### config.mk
export PLATFORM = sky130hd
export DESIGN_NAME = bp_io_cmd_mux
export DESIGN_NICKNAME = d
export VERILOG_FILES = /design/src/rtl/bp_io_cmd_mux_pkg.sv /design/src/rtl/bp_io_cmd_mux_order_fifo.sv /design/src/rtl/bp_io_cmd_mux.sv
export SDC_FILE = /design/constraint.sdc
export NUM_CORES = 1
export LEC_CHECK = 0
export CORE_AREA = 8 8 247 249
export CTS_CLUSTER_SIZE = 40
export DETAILED_ROUTE_END_ITERATION = 10
export DIE_AREA = 0 0 255 257
export PLACE_DENSITY = 0.37
export SYNTH_ARGS = -nofsm -noshare
export SYNTH_HDL_FRONTEND = slang
export SYNTH_SLANG_ARGS = --single-unit
export TNS_END_PERCENT = 100
### constraint.sdc
create_clock -name clk_i -period 4.5 [get_ports clk_i]
set_clock_uncertainty 0.1 [all_clocks]
set_input_delay 1.125 -clock clk_i [delete_from_list [all_inputs] [get_ports clk_i]]
set_output_delay 1.125 -clock clk_i [all_outputs]
set_load 0.01 [all_outputs]
### src/rtl/bp_io_cmd_mux_pkg.sv
// bp_io_cmd_mux_pkg: shared constants, channel-id type and id-width helper for the IO command mux.
package bp_io_cmd_mux_pkg;

    localparam int max_ch_lp = 8;
    localparam int ch_id_width_lp = $clog2(max_ch_lp);

    typedef logic [ch_id_width_lp-1:0] ch_id_t;

    // A single channel still needs one bit to hold its id.
    function automatic int safe_id_width(input int n);
        return (n > 1) ? $clog2(n) : 1;
    endfunction

endpackage

### src/rtl/bp_io_cmd_mux_order_fifo.sv
// bp_io_cmd_mux_order_fifo: small FIFO of issuing channel ids; push and pop may coincide even when full.
module bp_io_cmd_mux_order_fifo #(
    parameter int els_p   = 4,
    parameter int width_p = 1
) (
    input  logic                         clk_i,
    input  logic                         reset_i,
    input  logic [width_p-1:0]           data_i,
    input  logic                         v_i,
    input  logic                         yumi_i,
    output logic [width_p-1:0]           data_o,
    output logic                         full_o,
    output logic                         empty_o,
    output logic [$clog2(els_p+1)-1:0]   count_o
);

    localparam int ptr_w_lp = (els_p > 1) ? $clog2(els_p) : 1;
    localparam int cnt_w_lp = $clog2(els_p+1);

    logic [width_p-1:0]  mem_r [els_p];
    logic [ptr_w_lp-1:0] wptr_r, rptr_r;
    logic [cnt_w_lp-1:0] cnt_r;

    function automatic logic [ptr_w_lp-1:0] nxt(input logic [ptr_w_lp-1:0] p);
        return (p == ptr_w_lp'(els_p-1)) ? '0 : p + 1'b1;
    endfunction

    always_ff @(posedge clk_i) begin
        if (reset_i) begin
            wptr_r <= '0;
            rptr_r <= '0;
            cnt_r  <= '0;
        end else begin
            wptr_r <= v_i ? nxt(wptr_r) : wptr_r;
            rptr_r <= yumi_i ? nxt(rptr_r) : rptr_r;
            cnt_r  <= cnt_r + cnt_w_lp'(v_i) - cnt_w_lp'(yumi_i);
        end
    end

    // When full, the write slot equals the read slot; the head is read out combinationally before it is overwritten.
    always_ff @(posedge clk_i) begin
        if (v_i) mem_r[wptr_r] <= data_i;
    end

    assign data_o  = mem_r[rptr_r];
    assign full_o  = (cnt_r == cnt_w_lp'(els_p));
    assign empty_o = (cnt_r == '0);
    assign count_o = cnt_r;

endmodule

### src/rtl/bp_io_cmd_mux.sv
// bp_io_cmd_mux: round-robin merge of N IO command channels onto one core port, with in-order response routing.
// Optional per-channel statistics built when BP_IO_CMD_MUX_STATS_EN is defined.
module bp_io_cmd_mux
    import bp_io_cmd_mux_pkg::*;
#(
    parameter int num_ch_p          = 2,
    parameter int msg_width_p       = 128,
    parameter int max_outstanding_p = 4,
    parameter int stat_width_p      = 32
) (
    input  logic                              clk_i,
    input  logic                              reset_i,
    input  logic [num_ch_p*msg_width_p-1:0]   ch_cmd_i,
    input  logic [num_ch_p-1:0]               ch_cmd_v_i,
    output logic [num_ch_p-1:0]               ch_cmd_yumi_o,
    output logic [msg_width_p-1:0]            ch_resp_o,
    output logic [num_ch_p-1:0]               ch_resp_v_o,
    input  logic [num_ch_p-1:0]               ch_resp_ready_i,
    output logic [msg_width_p-1:0]            io_cmd_o,
    output logic                              io_cmd_v_o,
    input  logic                              io_cmd_ready_i,
    input  logic [msg_width_p-1:0]            io_resp_i,
    input  logic                              io_resp_v_i,
    output logic                              io_resp_yumi_o,
    output logic                              error_o
`ifdef BP_IO_CMD_MUX_STATS_EN
    ,output logic [num_ch_p*stat_width_p-1:0]        ch_cmd_count_o
    ,output logic [$clog2(max_outstanding_p+1)-1:0]  max_outstanding_seen_o
`endif
);

    localparam int id_w_lp  = safe_id_width(num_ch_p);
    localparam int cnt_w_lp = $clog2(max_outstanding_p+1);

    if (num_ch_p < 1 || num_ch_p > max_ch_lp || stat_width_p < 1) begin : g_bad_param
        $error("bp_io_cmd_mux: unsupported parameterisation");
    end

    logic [id_w_lp-1:0]  ptr_r, grant, idx, head;
    logic [cnt_w_lp-1:0] count;
    logic full, empty, cmd_hs, resp_match, head_rdy, resp_pop, err_r;

    // Scan from lowest to highest priority so the first valid channel at or after the pointer wins.
    always_comb begin
        grant = '0;
        idx   = '0;
        for (int i = num_ch_p-1; i >= 0; i--) begin
            idx   = id_w_lp'((int'(ptr_r) + i) % num_ch_p);
            grant = ch_cmd_v_i[idx] ? idx : grant;
        end
    end

    assign resp_match     = io_resp_v_i & ~empty;
    assign head_rdy       = |(ch_resp_ready_i & (num_ch_p'(1) << head));
    assign resp_pop       = resp_match & head_rdy;
    assign io_resp_yumi_o = io_resp_v_i & (empty | head_rdy);
    assign ch_resp_v_o    = resp_match ? (num_ch_p'(1) << head) : '0;
    assign ch_resp_o      = resp_match ? io_resp_i : '0;

    // A same-cycle pop frees a slot, so a full FIFO can still accept.
    assign io_cmd_v_o    = (|ch_cmd_v_i) & (~full | resp_pop);
    assign cmd_hs        = io_cmd_v_o & io_cmd_ready_i;
    assign io_cmd_o      = ch_cmd_i[grant*msg_width_p +: msg_width_p];
    assign ch_cmd_yumi_o = cmd_hs ? (num_ch_p'(1) << grant) : '0;
    assign error_o       = err_r;

    always_ff @(posedge clk_i) begin
        if (reset_i) begin
            ptr_r <= '0;
            err_r <= 1'b0;
        end else begin
            ptr_r <= cmd_hs ? ((int'(grant) == num_ch_p-1) ? '0 : grant + 1'b1) : ptr_r;
            err_r <= err_r | (io_resp_v_i & empty);
        end
    end

    bp_io_cmd_mux_order_fifo #(
        .els_p   (max_outstanding_p),
        .width_p (id_w_lp)
    ) order_fifo (
        .clk_i   (clk_i),
        .reset_i (reset_i),
        .data_i  (grant),
        .v_i     (cmd_hs),
        .yumi_i  (resp_pop),
        .data_o  (head),
        .full_o  (full),
        .empty_o (empty),
        .count_o (count)
    );

`ifdef BP_IO_CMD_MUX_STATS_EN
    logic [cnt_w_lp-1:0] seen_r;

    for (genvar c = 0; c < num_ch_p; c++) begin : g_cnt
        logic [stat_width_p-1:0] cnt_r;
        always_ff @(posedge clk_i) begin
            if (reset_i) cnt_r <= '0;
            else if (ch_cmd_yumi_o[c] && !(&cnt_r)) cnt_r <= cnt_r + 1'b1;
        end
        assign ch_cmd_count_o[c*stat_width_p +: stat_width_p] = cnt_r;
    end

    always_ff @(posedge clk_i) begin
        if (reset_i) seen_r <= '0;
        else seen_r <= (count > seen_r) ? count : seen_r;
    end

    assign max_outstanding_seen_o = seen_r;
`else
    logic unused_count;
    assign unused_count = ^count;
`endif

endmodule

=== Word-level counts from Yosys, hierarchy flattened ===
Memory sizes are Yosys's and may differ from the RTL's. A register that Yosys moved wholly into a read port is not among the register bits.
Cells that the tools add are included.
Widths: inputs -> output; s select.

* Flip-flop bits (word level): 9
* Memory bits (writable): 4
* Input port bits: 392
* Output and inout port bits: 263
* Logic and storage cells: 51
* Memories: 1

{| class="wikitable"
|+ Memories
! name !! words !! bits a word !! rd ports !! clocked after memory_dff !! wr ports !! line !! RTL
|-
| order_fifo.mem_r || 4 || 1 || 1 || 1 || 1 || bp_io_cmd_mux_order_fifo.sv:20 || <nowiki>logic [width_p-1:0] mem_r [els_p];</nowiki>
|}

* Add/subtract/negate cells: 6
* Magnitude comparators: 2
* Eq/ne operators: 3
* Shift-type cells: 3
* Mux-type cells: 16
* Bitwise logic cells: 12
* Reductions and logical operators: 3

{| class="wikitable"
|+ Operators with widths
! kind !! number
|-
| $shiftx 256x9->128 || 1
|-
| $mux 128 || 1
|-
| $mux 2 || 6
|-
| $mux 1 || 9
|-
| $and 1x1->1 || 6
|-
| $add 2x1->2 const B || 2
|-
| $eq 2x2->1 const B || 2
|-
| $lt 1x2->1 const B || 2
|-
| $reduce_or 2->1 || 2
|-
| $shl 1x1->2 const A || 2
|-
| $add 3x1->3 || 1
|-
| $eq 3x3->1 const B || 1
|-
| $logic_not 3->1 || 1
|-
| $or 1x1->1 || 3
|-
| $sub 3x1->3 || 1
|-
| $add 1x1->1 const B || 2
|-
| $and 2x2->2 || 1
|-
| $not 1->1 || 2
|}

=== Longest topological paths before layout ===
* Depth after elaboration: 9
* Mapped depth: 10
* Gate-level depth less buffers: 10

=== Hierarchy ===
From an unflattened synthesis, not the netlist that was laid out.

* Cells, all modules: 627
* Area, all modules: 3335.7 sq um

{| class="wikitable"
|+ By module, submodules not included
! module !! instances !! cells an instance !! area an instance (sq um) !! seq. area each (sq um)
|-
| bp_io_cmd_mux || 1 || 579 || 2735.1 || 40.0
|-
| bp_io_cmd_mux_order_fifo || 1 || 48 || 600.6 || 300.3
|}

=== Least setup slack after synthesis ===
No wires, ideal clock.

* Path kind: input-to-output
* Start: in ch_cmd_v_i[0]
* End: out io_cmd_o[55]
* Arrival: 2.130 ns
* Data required time: 3.275 ns
* Slack: 1.145 ns
* Stages: 6
* Buffers on the path: 2
* Path through: inv_1 o21ai_1 clkbuf_1 buf_1 nand2_1 nand2_1

* Cells in the longest elaborated chain, start to end: 5
* Elaborated cells on any way between the ends: 7
* Classes of those cells: shift (1); mux (6)

{| class="wikitable"
|+ RTL lines
! what !! line !! RTL
|-
| from (decl) || bp_io_cmd_mux.sv:14 || <nowiki>input logic [num_ch_p-1:0] ch_cmd_v_i,</nowiki>
|-
| $mux 1 (not written as such) (2 in series) || bp_io_cmd_mux.sv:49 || <nowiki>grant = ch_cmd_v_i[idx] ? idx : grant;</nowiki>
|-
| $mux 1 || bp_io_cmd_mux.sv:49 ||
|-
| $mux 1 * || bp_io_cmd_mux.sv:49 ||
|-
| $shiftx 256x9->128 * || bp_io_cmd_mux.sv:63 || <nowiki>assign io_cmd_o = ch_cmd_i[grant*msg_width_p +: msg_width_p];</nowiki>
|-
| to (decl) || bp_io_cmd_mux.sv:19 || <nowiki>output logic [msg_width_p-1:0] io_cmd_o,</nowiki>
|}

Mark *: on every way between the ends. The rest lies on a longest branch, timed or not. The select of a mux whose other input is x is not followed.

=== Worst setup path after layout ===
* Start: in ch_cmd_v_i[0]
* End: out io_cmd_o[78]

The elaborated chain is that of the path after synthesis.

==> flow_summary.toml <==
[floorplan]
die_h_um = 257
dieArea_um2 = 65500
core_area_um2 = 57000
rows = 88
ios = 655
start_util_pct = 5.65
chipWidth_um = 255

[detailed_routing]
wl_per_cell_um = 16.8
final_antenna_net_count = 0
drc_errors = 0
first_pass_iters = 4
wl_mm = 34.3
num_vias = 6365
vias_per_cell = 3.12
first_iter_violations = 173

[critical_path]
cp.arrival_ns = 3.06
path_delay_family = "buffers and inverters"
startpoint = "ch_cmd_v_i[0]"
cp_cell_sequence = "clkdlybuf4s50_1, inv_1, o21ai_4, buf_12, buf_12, buf_4, nand2_1, nand2_1, clkdlybuf4s50_1"
crit_slowest_cell = "clkdlybuf4s50_1"
cp.buffers_inverters = 6
crit_fanout = 22
required_ns = 3.27
r2r_start = "order_fifo.mem_r[3]"
end_kind = "output port"
crit_type = "input pin to output port"
worst_setup_path_start_kind = "input pin"
critical_path.max_stage_delay_ns = 0.53

[cells_and_area]
final_cell_mix = "654 x clkdlybuf4s50_1, 385 x nand2_1, 128 x and2_1"
final_common_cell = "clkdlybuf4s50_1"
area_delta_synth_final_pct = 241
final_nets = 1675
drive_gt1_share_pct = 3.77
fin_util_pct = 19.3
n_fill_cell = 6532

[synthesis]
synth_top_family_by_area = "simple AND/OR/NAND/NOR gates"
yosys.area.top_type = "nand2_1"
syn_area_um2 = 3220
synth-compound-area-share_pct = 2.68
synthCells = 630
async_flop_share_pct = 0
ys_seq_area_share_pct = 10.6
synth_top_area_share_pct = 44.8
syn_avg_cell_area_um2 = 5.12
synth-seq-cells = 15
synth_flop_cell = "dfxtp_1"
synth_mux_area_share_pct = 2.48
synth_cell_type_count = 32
synth-simple-area-share_pct = 74.5
yosys.area_share.adder_pct = 3.34
ys_top_cells_by_area = "nand2_1 45%, and2_1 25%, dfxtp_1 6.8%, clkbuf_1 4.9%, edfxtp_1 3.7%"
ys_warn_count = 0
syn-num-nets = 1030
synth_enable_flop_cells = 4
synth_xor_xnor_area_share_pct = 0.543

[global_routing]
grt_pass1_vias = 6971
grt_start_max_net_pins = 47
use_met3_pct = 3.64
grt_util_all_layers_pct = 9.55
top_usage_layer = "met2"
grt_util_met1_pct = 8.98
grt_overflow = 0
antenna_found_initial = 5
grt_pass1_wl_mm = 47.1
met2_usage_pct = 18.7

[pwr]
p_sw_mw = 1.09
p_per_area_nw_per_um2 = 250
p_int_mw = 1.66
p_leak_nw = 4.54
power.share.clock_pct = 6.2
ir_worst_vdd_mv = 0.107
switching_share_pct = 39.6
p_comb_share_pct = 86.7
p_seq_share_pct = 7.1

[timing]
hold_slack_ns = 0.373
clock.fmax_mhz = 233
setup_viol = 0
worstMarginPinSlew_ns = 0.437
slew_violations = 0
period_share_pct = 95.2
layout_setup_ws_ns = 0.216
setup_tns_ns = 0
rsz0062_at_grt = "no"
max_slew_margin_pct = 70.7
period_needed_ns = 4.28
hold_viol = 0

[flow_run]
maxCapViolCount = 0

[placed_design]
pre_cts_slack_ns = 0.133
place_congestion = 0.896
hpwl_mm = 30.7
io_buffers = 654

[clock_tree]
cts_buffers = 3
post_cts_buffers = 0
clkSinkCount = 15
clk_pin_slew_ns = 0.05
worstSkewPairLatency_ns = 0.24
cts_root_buffer = "clkbuf_16"
htreeDepth = 1
ctsHoldBuffers = 0
cts_tree = "yes"
cts_buffer_depth = 2
cts_resized = 0

[hold_path]
worstHoldStart = "error_o"
holdCritPathClass = "flop to flop"

[outcome]
outcome = "finished, final reports clean"
## synth_stat cells, types with 3 or more instances
cell,n
nand2_1,385
and2_1,128
clkbuf_1,42
dfxtp_1,11
inv_1,8
and2_2,7
ha_1,7
nor2_1,5
edfxtp_1,4
nand2b_1,4
a21oi_1,3
## worst reg2reg max path: stages, from the launching register on
cell and delay, ns:
edfxtp_1 0.36, mux4_2 0.55, mux2i_4 0.32, nor2_1 0.13, ha_1 0.28, inv_1 0.04, ha_1 0.18, fa_1 0.37
xnor2_1 0.19, xnor2_1 0.14, nor2_1 0.05
## logic make-up after synthesis
kind of cell,Yosys count
buffers and inverters,51
DFF,15
adders and majority gates,8
muxes,5
AOI/OAI and AO/OA,11
and+or+nand+nor,538
xor gates and xnor gates,2
## power groups by stage
stage                     Clock, mW  Combinational (mW)  Sequential (mW)
after floorplan                   0               0.852            0.192
after global placement            0                2.44            0.199
after detailed placement          0                2.42            0.199
after CTS                     0.174                2.44            0.197
after global routing          0.184                2.56            0.202
final                         0.170                2.38            0.196
## layout make-up
type	instances	area (um2)	share of cell area, %
Antenna cell	1	2.50	0.0228
Clock buffer	4	78.8	0.717
Inverter	8	32.5	0.296
Multi-Input combinational cell	564	2710	24.6
Sequential cell	15	340	3.10
Tap cell	765	957	8.71
Timing Repair Buffer	683	6880	62.6
## layer usage
layer | part of all wire, % | vias to the layer above
met2 | 53 | 367
met3 | 10 | 46
met5 | 0.12 | -
li1 | - | 3169
met4 | 3.0 | 6
met1 | 34 | 2777
## worst paths after layout
kind                            to  slack (ns)  depth (start not counted)
max                   io_cmd_o[78]        0.22                          9
min                        error_o        0.37                          2
max reg2reg  order_fifo.count_o[2]        1.68                         10
min reg2reg                error_o        0.37                          2
## metrics by stage
| stage | total power, mW | cell area, um2 | std cells |
|---|---|---|---|
| final | 2.74 | 11000 | 2040 |
| after global routing | 2.95 | 11000 | 2040 |
| after CTS | 2.81 | 11000 | 2039 |
| after detailed placement | 2.62 | 10900 | 2035 |
| after global placement | 2.64 | 10900 | 2035 |
| after floorplan | 1.04 | 3220 | 630 |
Note: power is estimated with default switching activity, not from simulation.
